$ cat src/rtl/dmem_mmio_pkg.sv
// Shared constants and address-decode helper for the dmem_mmio data memory system.
// The timer block is built only when DMEM_TIMER_EN is defined.
package dmem_mmio_pkg;

  // Peripheral block base address and register offsets (word aligned)
  localparam logic [31:0] MMIO_BASE     = 32'h8000_0000;
  localparam logic [31:0] GPIO_OUT_OFS  = 32'h0000_0000;
  localparam logic [31:0] GPIO_IN_OFS   = 32'h0000_0004;
  localparam logic [31:0] TIMER_OFS     = 32'h0000_0008;
  localparam logic [31:0] TIMER_CMP_OFS = 32'h0000_000C;
  localparam logic [31:0] STATUS_OFS    = 32'h0000_0010;

  // Compare register comes out of reset at all-ones so a fresh timer does not
  // match until it has counted through the whole range.
  localparam logic [31:0] TIMER_CMP_RST = 32'hFFFF_FFFF;

  // True when a byte address hits the given peripheral register; bits [1:0]
  // are masked so every byte lane of the word selects the register.
  function automatic logic mmio_hit(input logic [31:0] addr, input logic [31:0] ofs);
    return (addr & 32'hFFFF_FFFC) == (MMIO_BASE + ofs);
  endfunction

endpackage

$ cat src/rtl/mmio_timer.sv
// Free-running 32-bit timer with compare register and sticky match flag.
// Instantiated by dmem_mmio only when DMEM_TIMER_EN is defined.
module mmio_timer
  import dmem_mmio_pkg::*;
(
  input  logic        clk,
  input  logic        reset_n,
  input  logic        cnt_we,
  input  logic [31:0] cnt_wdata,
  input  logic        cmp_we,
  input  logic [31:0] cmp_wdata,
  input  logic        irq_clr,
  output logic [31:0] count,
  output logic [31:0] cmp,
  output logic        irq
);

  // Counter: a store replaces the increment for that cycle; wraps naturally.
  always_ff @(posedge clk or negedge reset_n) begin
    if (!reset_n) begin
      count <= '0;
    end else if (cnt_we) begin
      count <= cnt_wdata;
    end else begin
      count <= count + 32'd1;
    end
  end

  // Compare register, plain read/write.
  always_ff @(posedge clk or negedge reset_n) begin
    if (!reset_n) begin
      cmp <= TIMER_CMP_RST;
    end else if (cmp_we) begin
      cmp <= cmp_wdata;
    end
  end

  // Sticky flag: match uses the pre-increment count; a match beats a clear.
  always_ff @(posedge clk or negedge reset_n) begin
    if (!reset_n) begin
      irq <= 1'b0;
    end else if (count == cmp) begin
      irq <= 1'b1;
    end else if (irq_clr) begin
      irq <= 1'b0;
    end
  end

endmodule

$ cat src/rtl/dmem_mmio.sv
// Data-side memory for the single-cycle core: word RAM plus a small MMIO block
// (GPIO out, synchronized GPIO in, optional timer under DMEM_TIMER_EN).
// Loads are combinational; stores land on the rising clock edge.
module dmem_mmio
  import dmem_mmio_pkg::*;
#(
  parameter int DEPTH_WORDS = 64,
  parameter int GPIO_W      = 8
) (
  input  logic              clk,
  input  logic              reset_n,
  input  logic              MemWrite,
  input  logic [31:0]       ALUResult,
  input  logic [31:0]       WriteData,
  output logic [31:0]       ReadData,
  input  logic [GPIO_W-1:0] gpio_in,
  output logic [GPIO_W-1:0] gpio_out,
  output logic              timer_irq
);

  localparam int AW = $clog2(DEPTH_WORDS);

  logic [31:0]       mem [DEPTH_WORDS];
  logic [AW-1:0]     ram_idx;
  logic              ram_sel;
  logic              sel_gpio_out;
  logic              sel_gpio_in;
  logic [GPIO_W-1:0] gpio_sync1;
  logic [GPIO_W-1:0] gpio_sync2;
  logic              unused_bits;

  assign ram_idx      = ALUResult[AW+1:2];
  assign ram_sel      = (ALUResult[31:AW+2] == '0);
  assign sel_gpio_out = mmio_hit(ALUResult, GPIO_OUT_OFS);
  assign sel_gpio_in  = mmio_hit(ALUResult, GPIO_IN_OFS);

  // Byte-offset bits and, without the timer, upper store-data bits have no use.
  assign unused_bits = ^{ALUResult[1:0], WriteData};

  // RAM store: not reset, but a store in a cycle where reset is held is dropped.
  always_ff @(posedge clk) begin
    if (reset_n && MemWrite && ram_sel) begin
      mem[ram_idx] <= WriteData;
    end
  end

  // GPIO output register keeps the low GPIO_W bits of the store data.
  always_ff @(posedge clk or negedge reset_n) begin
    if (!reset_n) begin
      gpio_out <= '0;
    end else if (MemWrite && sel_gpio_out) begin
      gpio_out <= WriteData[GPIO_W-1:0];
    end
  end

  // Two-flop synchronizer for the asynchronous GPIO inputs.
  always_ff @(posedge clk or negedge reset_n) begin
    if (!reset_n) begin
      gpio_sync1 <= '0;
      gpio_sync2 <= '0;
    end else begin
      gpio_sync1 <= gpio_in;
      gpio_sync2 <= gpio_sync1;
    end
  end

`ifdef DMEM_TIMER_EN
  logic        sel_timer;
  logic        sel_cmp;
  logic        sel_status;
  logic [31:0] tmr_count;
  logic [31:0] tmr_cmp;
  logic        tmr_irq;

  assign sel_timer  = mmio_hit(ALUResult, TIMER_OFS);
  assign sel_cmp    = mmio_hit(ALUResult, TIMER_CMP_OFS);
  assign sel_status = mmio_hit(ALUResult, STATUS_OFS);

  mmio_timer u_timer (
    .clk       (clk),
    .reset_n   (reset_n),
    .cnt_we    (MemWrite && sel_timer),
    .cnt_wdata (WriteData),
    .cmp_we    (MemWrite && sel_cmp),
    .cmp_wdata (WriteData),
    .irq_clr   (MemWrite && sel_status && WriteData[0]),
    .count     (tmr_count),
    .cmp       (tmr_cmp),
    .irq       (tmr_irq)
  );

  assign timer_irq = tmr_irq;
`else
  assign timer_irq = 1'b0;
`endif

  // Load mux: RAM or register value; anything unmapped reads zero.
  always_comb begin
    ReadData = '0;
    if (ram_sel) begin
      ReadData = mem[ram_idx];
    end else if (sel_gpio_out) begin
      ReadData[GPIO_W-1:0] = gpio_out;
    end else if (sel_gpio_in) begin
      ReadData[GPIO_W-1:0] = gpio_sync2;
`ifdef DMEM_TIMER_EN
    end else if (sel_timer) begin
      ReadData = tmr_count;
    end else if (sel_cmp) begin
      ReadData = tmr_cmp;
    end else if (sel_status) begin
      ReadData[0] = tmr_irq;
`endif
    end
  end

endmodule

$ cat config.mk
export PLATFORM = sky130hd
export DESIGN_NAME = dmem_mmio
export DESIGN_NICKNAME = d
export VERILOG_FILES = /design/src/rtl/dmem_mmio_pkg.sv /design/src/rtl/mmio_timer.sv /design/src/rtl/dmem_mmio.sv
export SDC_FILE = /design/constraint.sdc
export NUM_CORES = 2
export LEC_CHECK = 0
export ABC_AREA = 1
export BUFFER_PORTS_ARGS = -buffer_cell sky130_fd_sc_hd__buf_2
export CAP_MARGIN = 20
export CORE_MARGIN = 8
export CORE_UTILIZATION = 34
export CTS_CLUSTER_SIZE = 24
export DETAILED_ROUTE_END_ITERATION = 12
export MAX_ROUTING_LAYER = met4
export PLACE_DENSITY = 0.49
export RECOVER_POWER = 100
export SLEW_MARGIN = 20
export SYNTH_ARGS = -nofsm -noshare
export SYNTH_HDL_FRONTEND = slang
export SYNTH_SLANG_ARGS = --single-unit
$ cat constraint.sdc
create_clock -name clk -period 2.9 [get_ports clk]
set_input_delay 0.87 -clock clk [delete_from_list [all_inputs] [get_ports clk]]
set_output_delay 0.87 -clock clk [all_outputs]
set_load 0.01 [all_outputs]
Word-level counts from Yosys, hierarchy flattened
Memory sizes are Yosys's and may differ from the RTL's.
Cells that the tools add are included.
{"block": "word_totals", "reg_bits": 24, "mem_bits_rw": 2048, "inputBits": 75, "out_inout_bits": 41, "elab_cells": 16, "memories": 1}
{"block": "classes", "eq_ne": 2, "muxes": 6, "n_reduce_logical": 4}
{"name": "mem", "depth": 64, "word_bits": 32, "read_ports": 1, "rd_ports_with_merged_regs": 0, "wr": 1, "line_no": "dmem_mmio.sv:23", "source": "logic [31:0] mem [DEPTH_WORDS];"}
{"operator": "$eq 30x30->1 const B", "count": 2}
{"operator": "$logic_not 24->1", "count": 1}
{"operator": "$mux 24", "count": 1}
{"operator": "$mux 8", "count": 3}
{"operator": "$logic_and 1x1->1", "count": 3}
{"operator": "$mux 1", "count": 2}

Depth between registers and ports, before layout
{"block": "depth", "depth_word": 4, "depth_mapped": 16, "mapped_depth_nobuf": 13}

Worst setup path after synthesis
Ideal clock, no wire load.
{"block": "synth_path", "path_type": "input port to flip-flop", "from": "in ALUResult[27]", "to": "mem mem[17][0], enable pin", "setup_time_ns": 0.421, "arrival_time_ns": 3.374, "required_ns": 2.479, "setup_slack_ns": -0.895, "stages": 10, "path_buffers": 1, "path_cell_list": "nor2_1 nand2_1 nor2_1 inv_1 nor3_1 nand3_1 inv_1 buf_4 nand3_1 nor2_1"}
{"block": "synth_between", "elab_chain_len": 4}
{"item": "from (decl)", "line_no": "dmem_mmio.sv:13", "source": "input logic [31:0] ALUResult,"}
{"item": "$logic_not 24->1", "line_no": "dmem_mmio.sv:33", "source": "assign ram_sel = (ALUResult[31:AW+2] == '0);"}
{"item": "$logic_and 1x1->1", "line_no": "dmem_mmio.sv:42", "source": "if (reset_n && MemWrite && ram_sel) begin"}
{"item": "$mux 1", "line_no": "dmem_mmio.sv:42"}
{"item": "$mux 1 (implied by the code)", "line_no": "dmem_mmio.sv:43", "source": "mem[ram_idx] <= WriteData;"}
{"item": "to (decl)", "line_no": "dmem_mmio.sv:23"}
Every way passes these cells.

Worst setup path after layout
{"block": "layout_path", "from": "in ALUResult[2]", "to": "out ReadData[12]"}
{"block": "layout_between", "elab_chain_len": 2}
{"item": "$mem_v2 64x32"}
{"item": "$mux 24", "line_no": "dmem_mmio.sv:100", "source": "if (ram_sel) begin"}
{"item": "to (decl)", "line_no": "dmem_mmio.sv:15", "source": "output logic [31:0] ReadData,"}
Every way passes these cells.

==> impl_summary.log <==
[metrics] Critical Path Sink Type: output port
[metrics] Maximum Capacitance Violations: 28
[metrics] vertical die dimension: 516.4 um
[metrics] time the worst path needs with I/O delays and setup: 3792 ps
[metrics] first-pass GRT wire length: 415.0 mm
[metrics] largest cells by area after synthesis: edfxtp_1 (72%), nand2_1 (12%), nand3_1 (4.6%)
[metrics] post-detailed-placement half-perimeter wirelength: 179.4 mm
[metrics] area added between synthesis and finish: 25.60%
[metrics] H-tree levels: 4
[metrics] via density per instance: 4.970
[metrics] Critical Path Max Stage Delay: 210 ps
[metrics] most frequent cells after synthesis: nand2_1 (2645), edfxtp_1 (2048), nand3_1 (780)
[metrics] total power per unit cell area: 609.9 mW/mm^2
[metrics] most used flip-flop cell after synthesis: edfxtp_1
[metrics] IO Count: 116
[metrics] Slew headroom: -49.74%
[metrics] series of cell instances along the critical path: buf_16 > clkinv_16 > nor2_8 > buf_12 > buf_12 > buf_12 > nand2_2 > o211ai_1 > nand3_2 > nand2_1 > nand2_1 > nand2_2 > nor2_2 > nor2_1 > buf_4 > buf_6
[metrics] top-count cell post-synth: nand2_1
[metrics] worst reg2reg endpoint: gpio_out[2]
[metrics] arrival time at the worst endpoint: 2920 ps
[metrics] largest net degree at the start of global routing: 66
[metrics] share of synthesized flip-flops with an asynchronous set or reset: 1.158%
[metrics] critical path fanouts, max: 8
[metrics] first-pass detailed-route iteration total: 6
[metrics] clock transition at the registers of the reported paths: 60 ps
[metrics] period utilization: 130.8%
[metrics] fraction of the yosys area taken by sequential cells: 72.93%
[metrics] Total Neg Setup Slack: -26580 ps
[metrics] number of global-route vias before repair: 56260
[metrics] number of nets in the layout: 8390
[metrics] CTS max path bufs: 3
[metrics] instance count of the mapped netlist: 7622
[metrics] wire per inst: 24.78 um
[metrics] largest vdd supply drop: 0.0007001 V
[metrics] most used cell along the critical path: buf_12
[metrics] Root Buffer Master: clkbuf_16
[metrics] net count of the mapped netlist: 7697
[metrics] top cell type by total area after synthesis: edfxtp_1
[metrics] data required time at the worst endpoint: 2030 ps
[metrics] global route overflow: 0
[metrics] leakage power figure: 0.04130 uW
[metrics] violated checks: capacitance limit, slew limit, setup timing
[metrics] fraction of final layout cells sized beyond drive strength 1: 18.84%
[metrics] effective utilization at floorplan: 34.21%
[metrics] post-route core utilization: 42.97%
[metrics] worst hold path endpoint: gpio_sync1[0]
[metrics] combined global-route utilization of all metal layers: 22.09%
[metrics] hold_ws: 132.5 ps
[metrics] slack of the worst reg-to-reg path: 2200 ps
[metrics] max-slew violation count: 1660
[metrics] unrepaired setup endpoints after global routing: true
[metrics] gp weighted congestion: 0.8497
[metrics] post-route setup slack: -892.5 ps
[metrics] number of cells on the worst reg-to-reg path: 2
[metrics] reg2reg start: gpio_out[2]
[metrics] actual transition at the worst max-transition pin: 2246 ps
[metrics] master of the slowest instance on the critical path: buf_12
[metrics] critical path depth: 16
[metrics] EDFF count, synth: 2048
[metrics] number of library cell types mapped by synthesis: 27
[metrics] total number of clock tree sinks: 2072
[metrics] count of cells along the worst hold path: 1
[metrics] netlist area before placement: 0.08515 sq mm
[metrics] Worst-Skew Late Latency: 840 ps
[metrics] DRT iter0 DRCs: 5736
[metrics] total buffers and inverters traversed by the critical path: 7
[metrics] Core Area: 0.2489 sq mm
[metrics] Synthesis Warnings: 0
[metrics] Final setup viols: 32
[metrics] number of placement rows: 183
[metrics] synthesized area per cell: 11.17 sq um
[metrics] die outline area: 0.2667 sq mm
[metrics] category of the worst setup path launch point: input port
[metrics] antenna violation net count after detailed routing: 0
[metrics] post-route total power: 65230 uW
[metrics] share of the synthesized area in the top cell type: 72.22%
[metrics] Total Routed Length: 293.4 mm
[metrics] DP Worst Slack: -1475 ps
[metrics] antenna violations before repair: 20
[metrics] Setup CP Type: in -> out
[metrics] post-synthesis register bit count: 2072
[metrics] status: complete, but fails checks
[metrics] clock skew after layout: 4.205 ps
[metrics] number of CTS-inserted buffers: 214
[metrics] clock tree from TritonCTS: yes
[metrics] Die X-Extent: 516.4 um
[metrics] Peak Freq: 263.7 MHz
[metrics] kind of path behind the tightest hold check: in -> reg
[metrics] source of the worst hold timing path: gpio_in[0]
[metrics] number of vias in the routed layout: 58860
[metrics] family of cells with the greatest summed delay on the critical path: buffers and inverters
[metrics] count of buffers inserted at the top-level ports: 112
[metrics] final count of hold timing violations: 0
[metrics] remaining routing DRC violations: 0
[power breakdown]
group,switching (uW),internal [uW],total (uW)
Sequential,7.30,33000,33000
Combinational,3490,1790,5270
Clock,11700,15300,27000
[registers in the layout, indices dropped and copies added, names as in the netlist]
| register | count |
|---|---|
| gpio_out | 8 |
| gpio_sync1 | 8 |
| gpio_sync2 | 8 |
| mem | 2048 |
[logic make-up after synthesis]
logic type / after synthesis / share of synthesized area (%)
other: 1 / 0.004404
buffers and inverters: 1150 / 5.519
flip-flops: 2072 / 72.93
AO/OA/AOI/OAI: 369 / 2.251
AND/OR/NAND/NOR: 4030 / 19.29
[per-stage QoR]
step           cell area, sq um  instances
2_1_floorplan             85390       7622
3_3_place_gp              96660      11310
3_5_place_dp              96660      11310
4_1_cts                  106900      11820
5_1_grt                  106900      11840
6_report                 107000      11840
[layout make-up]
cell class,instances,area (sq um)
Antenna cell,16,40.04
Clock buffer,272,5658
Clock inverter,125,1100
Fill cell,23210,141900
Inverter,764,2938
Multi-Input combinational cell,4400,20320
Sequential cell,2072,62100
Tap cell,3330,4167
Timing Repair Buffer,863,10630
[worst max-delay path by stage]
stage / from / endpoint / slack [ps]
after floorplan: ALUResult[29] / mem[23][0] / -460
after global placement: ALUResult[2] / ReadData[10] / -1520
after detailed placement: ALUResult[2] / ReadData[10] / -1470
after CTS: ALUResult[2] / ReadData[16] / -860
after global routing: ALUResult[2] / ReadData[12] / -970
final: ALUResult[2] / ReadData[12] / -890
[worst register-to-register path, stage by stage (launching register included)]
cell and delay (ps):
dfrtp_1 380, inv_1 70, o21ai_0 100
[cell usage in the layout, fill, tap and decap left out, types with 87 or more instances in the layout]
master / Yosys / final
a21oi_1: 131 / 128
buf_12: 0 / 235
buf_2: 201 / 87
buf_4: 27 / 333
clkbuf_16: 0 / 226
edfxtp_1: 2048 / 2048
inv_1: 761 / 710
nand2_1: 2645 / 2428
nand2_2: 1 / 181
nand3_1: 780 / 703
nor2_1: 511 / 398
nor2_4: 3 / 96
o21ai_1: 146 / 145
[layer usage]
| metal | global-route usage (%) | share of wire [%] |
|---|---|---|
| met5 | - | 0 |
| met4 | 6.748 | 3.2 |
| met3 | 3.238 | 7.3 |
| met2 | 34.26 | 46 |
| met1 | 30.22 | 43 |
[repair_timing]
item | 4_1_cts | 5_1_grt
buffers inserted | 81 | 8
setup endpoints to repair | 32 | 32
resized for setup | 557 | 141
hold endpoints to repair | 24 | 0
pin swaps | 121 | 71
hold buffers | 1 | 0
cloned | 31 | 8
No activity file was read; power rests on OpenSTA's default activity.
